## src/rtl/cardinal_nic.sv

```systemverilog
// -----------------------------------------------------------------------------
// cardinal_nic
//
// Single-entry network interface between a processor register port and a
// router port. One input buffer (router -> processor) and one output buffer
// (processor -> router), each with a full flag. The two paths run fully
// independently of each other.
//
// Bit numbering: the packet format numbers bit 0 as the MSB. Vectors here are
// declared [DATA_WIDTH-1:0], so packet bit 0 is physical bit DATA_WIDTH-1, and
// a status flag "in bit DATA_WIDTH-1" sits in the physical LSB.
//
// Ports
//   clk           sole clock, all state updates on posedge
//   reset         synchronous, active-high reset
//   addr[1:0]     register select: 00 IB, 01 IB status, 10 OB, 11 OB status
//   d_in          processor store data
//   d_out         processor load data (combinational)
//   nicEn         processor access enable
//   nicWrEn       processor write enable (0 = read)
//   net_si        router -> NIC send request
//   net_ri        NIC -> router ready (input buffer empty)
//   net_di        router -> NIC packet
//   net_so        NIC -> router send strobe
//   net_ro        router ready to accept a packet
//   net_do        NIC -> router packet (always the output buffer)
//   net_polarity  router virtual-channel phase, toggles every cycle
// -----------------------------------------------------------------------------
module cardinal_nic #(
  parameter int DATA_WIDTH = 64
) (
  input  logic                  clk,
  input  logic                  reset,
  input  logic [1:0]            addr,
  input  logic [DATA_WIDTH-1:0] d_in,
  output logic [DATA_WIDTH-1:0] d_out,
  input  logic                  nicEn,
  input  logic                  nicWrEn,
  input  logic                  net_si,
  output logic                  net_ri,
  input  logic [DATA_WIDTH-1:0] net_di,
  output logic                  net_so,
  input  logic                  net_ro,
  output logic [DATA_WIDTH-1:0] net_do,
  input  logic                  net_polarity
);

  // Packet bit 0 (MSB-first numbering) carries the virtual-channel bit.
  localparam int VC_BIT = DATA_WIDTH - 1;

  localparam logic [1:0] ADDR_IB      = 2'b00;
  localparam logic [1:0] ADDR_IB_STAT = 2'b01;
  localparam logic [1:0] ADDR_OB      = 2'b10;
  localparam logic [1:0] ADDR_OB_STAT = 2'b11;

  logic [DATA_WIDTH-1:0] r_ib;
  logic [DATA_WIDTH-1:0] r_ob;
  logic                  r_in_full;
  logic                  r_out_full;

  logic w_rd;
  logic w_wr;
  logic w_ib_pop;
  logic w_ib_push;
  logic w_ob_load;
  logic w_so;

  assign w_rd = nicEn & ~nicWrEn;
  assign w_wr = nicEn &  nicWrEn;

  // A pop and a push can never coincide: a push needs in_full=0, a pop needs 1.
  assign w_ib_pop  = w_rd & (addr == ADDR_IB) & r_in_full;
  assign w_ib_push = net_si & ~r_in_full;

  // Load is judged on out_full at cycle start, so a store arriving during the
  // send cycle is dropped rather than queued behind the departing packet.
  assign w_ob_load = w_wr & (addr == ADDR_OB) & ~r_out_full;
  assign w_so      = r_out_full & net_ro & (r_ob[VC_BIT] == net_polarity);

  assign net_ri = ~r_in_full;
  assign net_so = w_so;
  assign net_do = r_ob;

  always_comb begin
    // NOTE: default assigned first so every path through the case drives
    // d_out; without it a missing arm would infer a latch.
    d_out = '0;
    if (w_rd) begin
      unique case (addr)
        ADDR_IB:      d_out = r_ib;
        ADDR_IB_STAT: d_out = {{(DATA_WIDTH-1){1'b0}}, r_in_full};
        ADDR_OB_STAT: d_out = {{(DATA_WIDTH-1){1'b0}}, r_out_full};
        ADDR_OB:      d_out = '0;
        default:      d_out = '0;
      endcase
    end
  end

  // Input path: router fills, processor read of addr 00 drains.
  always_ff @(posedge clk) begin
    // NOTE: non-blocking assignments for all state so every register samples
    // pre-edge values regardless of statement order.
    if (reset) begin
      // NOTE: the buffers are cleared as well as the flags so a stale packet
      // can never be read back after reset.
      r_in_full <= 1'b0;
      r_ib      <= '0;
    end else if (w_ib_pop) begin
      r_in_full <= 1'b0;
    end else if (w_ib_push) begin
      r_ib      <= net_di;
      r_in_full <= 1'b1;
    end
  end

  // Output path: processor store to addr 10 fills, send strobe drains. The
  // drained packet stays in r_ob (net_do keeps showing it) but is invalid.
  always_ff @(posedge clk) begin
    if (reset) begin
      r_out_full <= 1'b0;
      r_ob       <= '0;
    end else if (w_ob_load) begin
      r_ob       <= d_in;
      r_out_full <= 1'b1;
    end else if (w_so) begin
      r_out_full <= 1'b0;
    end
  end

endmodule
```

## config.mk

```make
export PLATFORM = sky130hd
export DESIGN_NAME = cardinal_nic
export DESIGN_NICKNAME = d
export VERILOG_FILES = /design/src/rtl/cardinal_nic.sv
export SDC_FILE = /design/constraint.sdc
export NUM_CORES = 1
export LEC_CHECK = 0
export ABC_AREA = 1
export CORE_MARGIN = 3
export CORE_UTILIZATION = 40
export DETAILED_ROUTE_END_ITERATION = 10
export GPL_TIMING_DRIVEN = 0
export PLACE_DENSITY = 0.77
export SKIP_LAST_GASP = 1
export SLEW_MARGIN = 40
export SYNTH_ARGS = -nofsm -noshare
export SYNTH_HDL_FRONTEND = slang
export SYNTH_SLANG_ARGS = --single-unit
export TNS_END_PERCENT = 1
```

## constraint.sdc

```tcl
create_clock -name clk -period 1.34 [get_ports clk]
set_input_delay 0.268 -clock clk [delete_from_list [all_inputs] [get_ports clk]]
set_output_delay 0.268 -clock clk [all_outputs]
set_load 0.01 [all_outputs]
```

==> impl_metrics.toml <==
[clocking]
insertion_delay_ps = 410
cts-buffers-inserted = 17
cts_max_path_buffers = 2
holdBufCountCts = 0
h-tree-depth = 4
clkTransAtPathRegs_ps = 50
clockRootBuffer = "clkbuf_16"
cts_sinks = 130
cts_tree = "built"

[placement]
numPortBuffers = 266
dp_hpwl_mm = 14.2
dp_slack_ps = -1240
routabilityCongestion = 0.855

[outcome]
status = "finished with violations"
violations = "negative setup slack"

[synth]
synth_cell_types = 17
synth.net_count = 1122
yosys_warnings = 0
synthCells = 985
ys_ff_latch = 130
avgSynthCellArea_um2 = 6.15
yosysSeqAreaShare_pct = 43.0
syn_area_um2 = 6050

[pwr]
irDropWorstVdd_mv = 0.755
p_switching_uw = 2550
p_int_uw = 8110
total_leakage_power_uw = 0.00465
power.total_uw = 10700
switching_share_pct = 23.9
p_seq_share_pct = 39.6
power_density_nw_per_um2 = 1090
pwr-share-clk_pct = 45.5
p_comb_share_pct = 14.9

[sta]
setup_viol = 145
rsz0062_at_grt = "true"
max_clock_freq_ghz = 0.631
drv_slew = 0
finalHoldViolCount = 0
worst_slack_ps = -245
fin_skew_ps = 9.57
finalSetupTns_ps = -25110
post-route-period-util_pct = 118
fin_crit_ps = 1580
worst_slew_pin_slew_ps = 506
slew_headroom_pct = 66.3

[global_route]
gr-usage-met1_pct = 24.4
gr-usage-met2_pct = 38.5
antenna_found_initial = 1
grtUsageTotal_pct = 22.5
grt_use_met3_pct = 9.65
grt_pass1_vias = 6240
grt_overflow = 0
grt_busiest_layer = "met2"
grt_max_degree = 17
grt_pass1_wl_mm = 29.8

[critical_path]
critical_path_class = "input pin to output pin"
rr_worst_depth = 6
worstSetupStartpointType = "input pin"
path_max_fanout = 10
rrSetupSlack_ps = 30
arrival_ps = 1320
crit_required_ps = 1070
end_kind = "output pin"

[min_path]
hold_class = "input pin to flip-flop"
whs_path_depth = 6

[floorplan]
fp-row-count = 44
dieWidth_um = 129
pin_count = 267
initial_core_util_pct = 41.3
dieHeight_um = 129
coreArea_um2 = 14600
dieArea_um2 = 16600

[drt]
drc_errors = 0
viasPerCell = 4.51
vias = 6668
post_drt_wl_per_cell_um = 13.0
dr.pass1.iters = 4
ant_nets = 0
drtIter0Drc = 255
routed_wl_mm = 19.3

[layout]
n_fill_cell = 1310
layout.area.seq_um2 = 2600
multi_input_area_um2 = 2550
layout.nets = 1418
area_growth_pct = 62.2
drive_above_1_share_pct = 12.8

[run]
drv_cap = 0
==> placed cells by master, fill, tap and decap left out, drive strengths merged <==
master / instances
nor2: 260
nand2: 200
inv: 200
clkdlybuf4s50: 192
dfxtp: 130
buf: 81
nand3: 68
o21ai: 66
clkbuf: 45
clkdlybuf4s15: 23
dlygate4sd2: 18
bufinv: 3
clkinv: 3
clkinvlp: 2
diode: 1
a31oi: 1
a21oi: 1
dlymetal6s2s: 1
==> stage by stage <==
| step | instance area [um^2] | hold slack, ps | instances | util, % |
|---|---|---|---|---|
| 3_5_place_dp | 8950 | 471 | 1435 | 61.1 |
| 5_1_grt | 9820 | 427 | 1479 | 67.1 |
| 3_3_place_gp | 8950 | 461 | 1435 | 61.1 |
| 6_report | 9820 | 373 | 1479 | 67.1 |
| 4_1_cts | 9720 | 421 | 1475 | 66.4 |
| 2_1_floorplan | 6050 | 337 | 985 | - |
==> final cells by class <==
cell class | count | share of cell area [%]
tap | 184 | 2.34
multi-input combinational | 596 | 25.9
buffer | 59 | 4.19
antenna | 1 | 0.0255
clock inverter | 8 | 1.26
sequential | 130 | 26.5
inverter | 200 | 7.64
timing repair buffer | 277 | 27.0
clock buffer | 24 | 5.11
==> cell families (layout without fill, tap and decap cells) <==
family / after synthesis / after routing / synth area share, %
buffers and inverters: 260 / 568 / 17.2
and+or+nand+nor: 527 / 528 / 34.2
other: 0 / 1 / 0
AOI/OAI and AO/OA: 68 / 68 / 5.64
DFF: 130 / 130 / 43.0
==> cells in the mapped netlist <==
master	number	area [um^2]
nor2_1	259	972
nand2_1	199	747
inv_1	192	721
dfxtp_1	130	2600
nand3_1	67	335
o21ai_0	57	285
buf_2	30	150
clkbuf_1	17	63.8
o21ai_1	9	45.0
inv_2	8	30.0
buf_1	7	26.3
buf_4	5	37.5
a21oi_1	1	5.00
a31oi_1	1	6.26
buf_6	1	11.3
nand3_2	1	10.0
nor2_2	1	6.26
==> sequential cells by signal, summed over array words and instances (netlist names) <==
signal	cells
r_out_full	1
r_in_full	1
net_do	64
r_ib	64
==> repair_timing <==
item / 4_1_cts / 5_1_grt
buffers inserted: 7 / 2
cloned: 1 / 2
setup endpoints to repair: 152 / 233
resized for setup: 250 / 38
pin swaps: 4 / 3
==> metal layers <==
layer / wire (um) / up-vias
met5: 0 / -
met4: 516 / 0
met3: 1950 / 37
met2: 9250 / 251
met1: 7530 / 2923
li1: - / 3457
==> final timing paths <==
kind | startpoint | end
worst min register to register | r_ib[30]$_SDFFE_PP0P_ | r_ib[30]$_SDFFE_PP0P_
worst min-delay path | addr[0] | net_do[1]$_SDFFE_PP0P_
worst max-delay path | nicEn | d_out[5]
worst max register to register | r_in_full$_SDFFE_PP0P_ | r_ib[59]$_SDFFE_PP0P_
==> power groups by stage <==
stage	sequential (uW)	clock (uW)	combinational, uW
after global placement	4290	0	1480
final	4230	4850	1590
after floorplan	4310	0	702
after CTS	4220	4930	1570
after global routing	4250	5090	1770
after detailed placement	4300	0	1500
==> worst max-delay path, stage by stage <==
cell             delay [ps]
dlygate4sd2_1           340
nand2_4                 130
clkbuf_8                190
nor2_1                  110
clkdlybuf4s15_1         280
(Power assumes the default switching activity.)
